## src/rtl/prog_clk_div.sv

```systemverilog
// prog_clk_div: runtime-programmable integer clock divider.
// Produces a glitch-free divided clock (clk_out) and a one-cycle enable strobe
// (clk_en) in the clk_in domain. A new ratio is loaded via a req/ack handshake
// and only takes effect at the next period boundary.
//
// Ports:
//   clk_in    in   1  single clock, all logic on posedge
//   rst       in   1  asynchronous active-low reset
//   div_req   in   1  ratio load request (level, held until div_ack)
//   div_val   in   W  requested ratio, stable while div_req=1
//   div_ack   out  1  one-cycle pulse: request consumed
//   div_err   out  1  one-cycle pulse with div_ack: ratio < 2, discarded
//   div_busy  out  1  accepted ratio waiting for the period boundary
//   cur_div   out  W  ratio currently in effect
//   clk_out   out  1  divided clock (registered)
//   clk_en    out  1  strobe on the first clk_in cycle of each clk_out period
module prog_clk_div #(
  parameter int unsigned W       = 8,
  parameter int unsigned DEF_DIV = 4
) (
  input  logic         clk_in,
  input  logic         rst,
  input  logic         div_req,
  input  logic [W-1:0] div_val,
  output logic         div_ack,
  output logic         div_err,
  output logic         div_busy,
  output logic [W-1:0] cur_div,
  output logic         clk_out,
  output logic         clk_en
);

  localparam logic [W-1:0] DEF_DIV_W = W'(DEF_DIV);
  localparam logic [W-1:0] ONE_W     = W'(1);
  localparam logic [W-1:0] TWO_W     = W'(2);

  logic [W-1:0] cnt_q, cnt_d;
  logic [W-1:0] cur_div_q, cur_div_d;
  logic [W-1:0] pend_q, pend_d;
  logic         busy_q, busy_d;
  logic         ack_q, ack_d;
  logic         err_q, err_d;
  logic         clk_out_q, clk_out_d;
  logic         clk_en_q, clk_en_d;

  logic last_c;
  logic apply_c;
  logic accept_c;
  logic valid_c;

  // Next-state: counter wrap, ratio apply at boundary, handshake acceptance.
  always_comb begin
    cnt_d     = cnt_q;
    cur_div_d = cur_div_q;
    pend_d    = pend_q;
    busy_d    = busy_q;
    ack_d     = 1'b0;
    err_d     = 1'b0;

    last_c   = (cnt_q == (cur_div_q - ONE_W));
    apply_c  = last_c && busy_q;
    // ack_q guard stops a still-high request from being taken twice.
    accept_c = div_req && !busy_q && !ack_q;
    valid_c  = (div_val >= TWO_W);

    cnt_d = last_c ? '0 : (cnt_q + ONE_W);

    if (apply_c) begin
      cur_div_d = pend_q;
      busy_d    = 1'b0;
    end

    // accept_c needs busy_q=0 and apply_c needs busy_q=1, so they never collide.
    if (accept_c) begin
      ack_d = 1'b1;
      if (valid_c) begin
        pend_d = div_val;
        busy_d = 1'b1;
      end else begin
        err_d = 1'b1;
      end
    end

    // Outputs follow the next counter value and the ratio for that period.
    clk_out_d = (cnt_d < (cur_div_d >> 1));
    clk_en_d  = (cnt_d == '0);
  end

  // State and output registers.
  always_ff @(posedge clk_in or negedge rst) begin
    if (!rst) begin
      cnt_q     <= DEF_DIV_W - ONE_W;
      cur_div_q <= DEF_DIV_W;
      pend_q    <= '0;
      busy_q    <= 1'b0;
      ack_q     <= 1'b0;
      err_q     <= 1'b0;
      clk_out_q <= 1'b0;
      clk_en_q  <= 1'b0;
    end else begin
      cnt_q     <= cnt_d;
      cur_div_q <= cur_div_d;
      pend_q    <= pend_d;
      busy_q    <= busy_d;
      ack_q     <= ack_d;
      err_q     <= err_d;
      clk_out_q <= clk_out_d;
      clk_en_q  <= clk_en_d;
    end
  end

  assign div_ack  = ack_q;
  assign div_err  = err_q;
  assign div_busy = busy_q;
  assign cur_div  = cur_div_q;
  assign clk_out  = clk_out_q;
  assign clk_en   = clk_en_q;

endmodule
```

## config.mk

```make
export PLATFORM = sky130hd
export DESIGN_NAME = prog_clk_div
export DESIGN_NICKNAME = d
export VERILOG_FILES = /design/src/rtl/prog_clk_div.sv
export SDC_FILE = /design/constraint.sdc
export NUM_CORES = 1
export LEC_CHECK = 0
export CORE_AREA = 2 2 65 67
export DETAILED_ROUTE_END_ITERATION = 7
export DIE_AREA = 0 0 67 69
export PLACE_DENSITY = 0.66
export SYNTH_ARGS = -nofsm -noshare
export SYNTH_HDL_FRONTEND = slang
export SYNTH_SLANG_ARGS = --single-unit
```

## constraint.sdc

```tcl
create_clock -name clk_in -period 9.1 [get_ports clk_in]
set_clock_uncertainty 0.1 [all_clocks]
set_input_delay 2.73 -clock clk_in [delete_from_list [all_inputs] [get_ports clk_in]]
set_output_delay 2.73 -clock clk_in [all_outputs]
set_load 0.02 [all_outputs]
```

Word-level counts from Yosys, hierarchy flattened
Cells that the tools add are included.

word-level totals
  flip-flop bits (word level) = 29
  input port bits = 11
  output and inout port bits = 13
  logic and storage cells = 29

cells by class
  add/subtract/negate cells = 2
  $lt $le $gt $ge = 2
  equality and inequality tests = 1
  mux-type cells = 8
  reduce and logical (&&, ||, !) cells = 7

operators with widths
  operator                                                            number
  two-way mux 8 bit                                                   2
  adder 8 x 1 -> 8 bit (second input constant)                        1
  == test 8 bit                                                       1
  greater-or-equal comparator 8 x 2 -> 1 bit (second input constant)  1
  zero test 8 bit                                                     1
  < comparator 8 x 7 -> 1 bit                                         1
  subtractor 8 x 1 -> 8 bit (second input constant)                   1
  two-way mux 1 bit                                                   6
  logical AND 1 bit                                                   3
  zero test 1 bit                                                     2
  AND reduction 2 bit                                                 1

Depth between registers and ports, before layout
  depth in word-level cells = 6
  depth in mapped cells = 14
  depth with buffers taken out = 13

Worst setup path before layout
Ideal clock, no wire load.

  path kind = input to register
  from = input port div_req
  to = register pend_q[0]
  setup time = 0.125 ns
  arrival time = 3.870 ns
  data required time = 8.875 ns
  path slack = 5.005 ns
  cell stages on the path = 3
  buffers on the path = 0
  path through = nor3b_1 > a21boi_1 > mux2_2

between the ends
  word-level cells in the longest chain between the ends = 3

ends and longest elaborated chain
  element                               RTL line  source
  start, declared                       23        input logic div_req,
  logical AND 1 bit (2 in a row)        63        accept_c = div_req && !busy_q && !ack_q;
  AND reduction 2 bit (no source line)  n/a
  end signal, assigned                  103       pend_q <= pend_d;
  end, declared                         39        logic [W-1:0] pend_q, pend_d;

Every way passes these cells.
A chain may end at the register's enable or synchronous reset.

Final worst setup path
  from = input port div_req
  to = register pend_q[4]

between the ends
  word-level cells in the longest chain between the ends = 3

ends and longest elaborated chain
  element                               RTL line  source
  logical AND 1 bit (2 in a row)        63
  named net accept_c                    48        logic accept_c;
  AND reduction 2 bit (no source line)  n/a

The timed path passes the listed nets, and every way through them passes these cells.

==> flow_summary.ini <==
[route]
drt-total-wl_mm = 3.57
vias = 1251
vias_per_cell = 5.46
wl_per_cell_um = 15.6
drt-initial-drc-count = 30
ant_nets = 0
drcViolationCount = 0
first_pass_iters = 6

[synth]
synth.ff_latch_count = 29
avgSynthCellArea_um2 = 11.2
ys_async_sr_fraction = 1.00
synth_fa_ha_area_frac = 0.0584
synth_mux_area_frac = 0.155
yosysTopAreaCellShare = 0.380
synthFlopType = dfrtp_1
synth_xor_xnor_area_share = 0.0855
synthDistinctLibCells = 44
ys_seq_area_frac = 0.426
yosysTopAreaCell = dfrtp_1
synth_top_family_by_area = multiplexers
netlist_top_cells_area = dfrtp_1 (38%), mux2_2 (7.9%), ha_1 (5.8%), dfstp_2 (4.6%), mux2i_1 (4.1%)
synthesis.area_mm2 = 0.00171
synth_edf_count = 0
yosys.area_share.simple = 0.140
yosysWarnings = 0
synth_compound_area_frac = 0.102
synthesis.nets = 172
synth_cells = 153

[worst_setup_path]
criticalPathCategory = primary input to flop
critical_path_arrival_ns = 4.57
crit_chain = clkdlybuf4s50_1 -> nor3b_1 -> a21boi_1 -> mux2_2
r2r_end = clk_out
r2r-start = cur_div[1]
r2r_slack_ns = 4.98
crit_path_top_delay_cell = a21boi_1
critPathRequiredTime_ns = 9.17
path_max_fanout = 9
start_kind = primary input
max_stage_delay_ns = 0.70
reg2reg_depth = 13
endpoint_kind = flop

[sta]
drv_slew = 0
max_slew_margin = 0.471
clock.fmax_mhz = 222
worst_slack_ns = 4.60
setup_viol = 0
setup_tns_ns = 0
hold_viol = 0
tightest_slew_ns = 0.791
period_needed_ns = 4.50
rsz0062_at_grt = false
fin_crit_sh = 0.494

[power_and_ir_drop]
power_density_mw_per_mm2 = 124
clockPowerShare = 0.453
seq_power_share = 0.510
pwr-share-comb = 0.037
p_sw_frac = 0.210
vdd_drop_max_uv = 74.1
leakagePower_uw = 0.000899
switchingPower_uw = 54.5
internal_power_uw = 205
total_power_uw = 259

[cts]
cts.sinks = 29
h-tree-depth = 2
postCtsHoldBufs = 0
post-cts-setup-buffers = 0
numCtsBuffers = 5
cts_tree = yes
cts-root-buf = clkbuf_8
clk_path_buf_depth = 2
ctsResizeCount = 0
clk_latency_ns = 0.29
clk_pin_slew_ns = 0.06

[cells_and_area]
drive_gt1_frac = 0.184
antenna-diode-count = 0
register_area_um2 = 729
final_cell_mix = dfrtp_1 (26), clkdlybuf4s50_1 (23), nor2_1 (13)
multiInputGateArea_um2 = 926
final_nets = 197
syn_to_final_growth_pct = 21.6
final_common_cell = dfrtp_1
n_fill_cell = 382

[global_route]
grt_max_degree = 30
grt_pass1_vias = 1289
grt_antenna_before_repair = 0
track_usage = 0.177
overflow = 0
grt_first_pass_wirelength_mm = 6.07

[floorplan]
io_pins = 24
initial_core_util = 0.438
die_h_um = 69
placementRows = 23
dieWidth_um = 67
core_area_mm2 = 0.00391
die-area_mm2 = 0.00462

[status]
status = completed

[placed_design]
port_buffers = 23
dp_hpwl_mm = 2.68
routabilityCongestion = 0.796
dpl_worst_slack_ns = 4.28

[min_path]
hold_depth = 1
whs_endpoint = div_ack
hp-class = flop to flop
holdCritStartpoint = div_ack

[job]
maxCapViolCount = 0
==> flip-flops by register name (all words and copies together), names as in the netlist <==
register	count
cnt_q	8
cur_div	8
pend_q	8
clk_en	1
clk_out	1
div_ack	1
div_busy	1
div_err	1
==> worst max path at each step <==
stage	end	cells after the start	slack, ns	from
after floorplan	pend_q[0]	3	5.00	div_req
after global placement	pend_q[0]	4	4.39	div_req
after detailed placement	pend_q[0]	4	4.28	div_req
after CTS	pend_q[4]	4	4.58	div_req
after global routing	pend_q[4]	4	4.45	div_req
final	pend_q[4]	4	4.60	div_req
==> per-layer routing <==
layer  wire, µm  vias to the layer above  track usage
met1       1590                      612        0.216
met5          0                        -            0
met3        136                       10       0.0473
met4        125                        0       0.0998
li1           -                      601            -
met2       1720                       28        0.277
==> synth_stat cells, drive strengths merged, types with 2 or more instances <==
cell type / instances
a21o: 2
a21oi: 2
buf: 3
clkbuf: 3
dfrtp: 26
dfstp: 3
ha: 8
inv: 7
mux2: 16
mux2i: 7
nand2: 9
nand3: 5
nor2: 13
nor3: 5
nor4: 3
o2111ai: 2
o211ai: 3
o21bai: 2
or4: 2
xnor2: 8
xor2: 6
==> logic make-up (layout without fill, tap and decap cells) <==
| group | after synthesis | after routing |
|---|---|---|
| buffers and inverters | 13 | 39 |
| XOR/XNOR | 15 | 15 |
| AO/OA/AOI/OAI | 19 | 19 |
| adder cells (fa/ha/maj) | 8 | 8 |
| flip-flops | 29 | 29 |
| multiplexers | 23 | 23 |
| AND/OR/NAND/NOR | 46 | 46 |
==> layout make-up <==
class | instances | area share
clock inverters | 1 | 0.00240
well taps | 50 | 0.0300
flip-flops and latches | 29 | 0.350
clock buffers | 7 | 0.0462
repair buffers | 24 | 0.114
multi-input cells | 111 | 0.444
inverters | 7 | 0.0126
==> critical path, delay by kind of cell <==
| family | cells | cell delay [ns] |
|---|---|---|
| AND/OR/NAND/NOR | 1 | 0.27 |
| multiplexers | 1 | 0.41 |
| buffers and inverters | 1 | 0.45 |
| AO/OA/AOI/OAI | 1 | 0.70 |
==> power groups by stage <==
stage,combinational [µW],sequential (µW),clock (µW)
after global routing,10.7,132,127
after global placement,9.57,135,0
final,9.60,132,117
after detailed placement,9.94,135,0
after CTS,9.96,132,120
after floorplan,2.09,134,0
==> stage by stage <==
stage	area [µm²]	utilization	cells	hold slack [ns]
2_1_floorplan	1710	-	153	0.377
3_3_place_gp	1980	0.506	221	0.341
3_5_place_dp	1980	0.506	221	0.362
4_1_cts	2080	0.532	229	0.375
5_1_grt	2080	0.532	229	0.388
6_report	2080	0.532	229	0.371
Note: power is estimated with default switching activity, not from simulation.
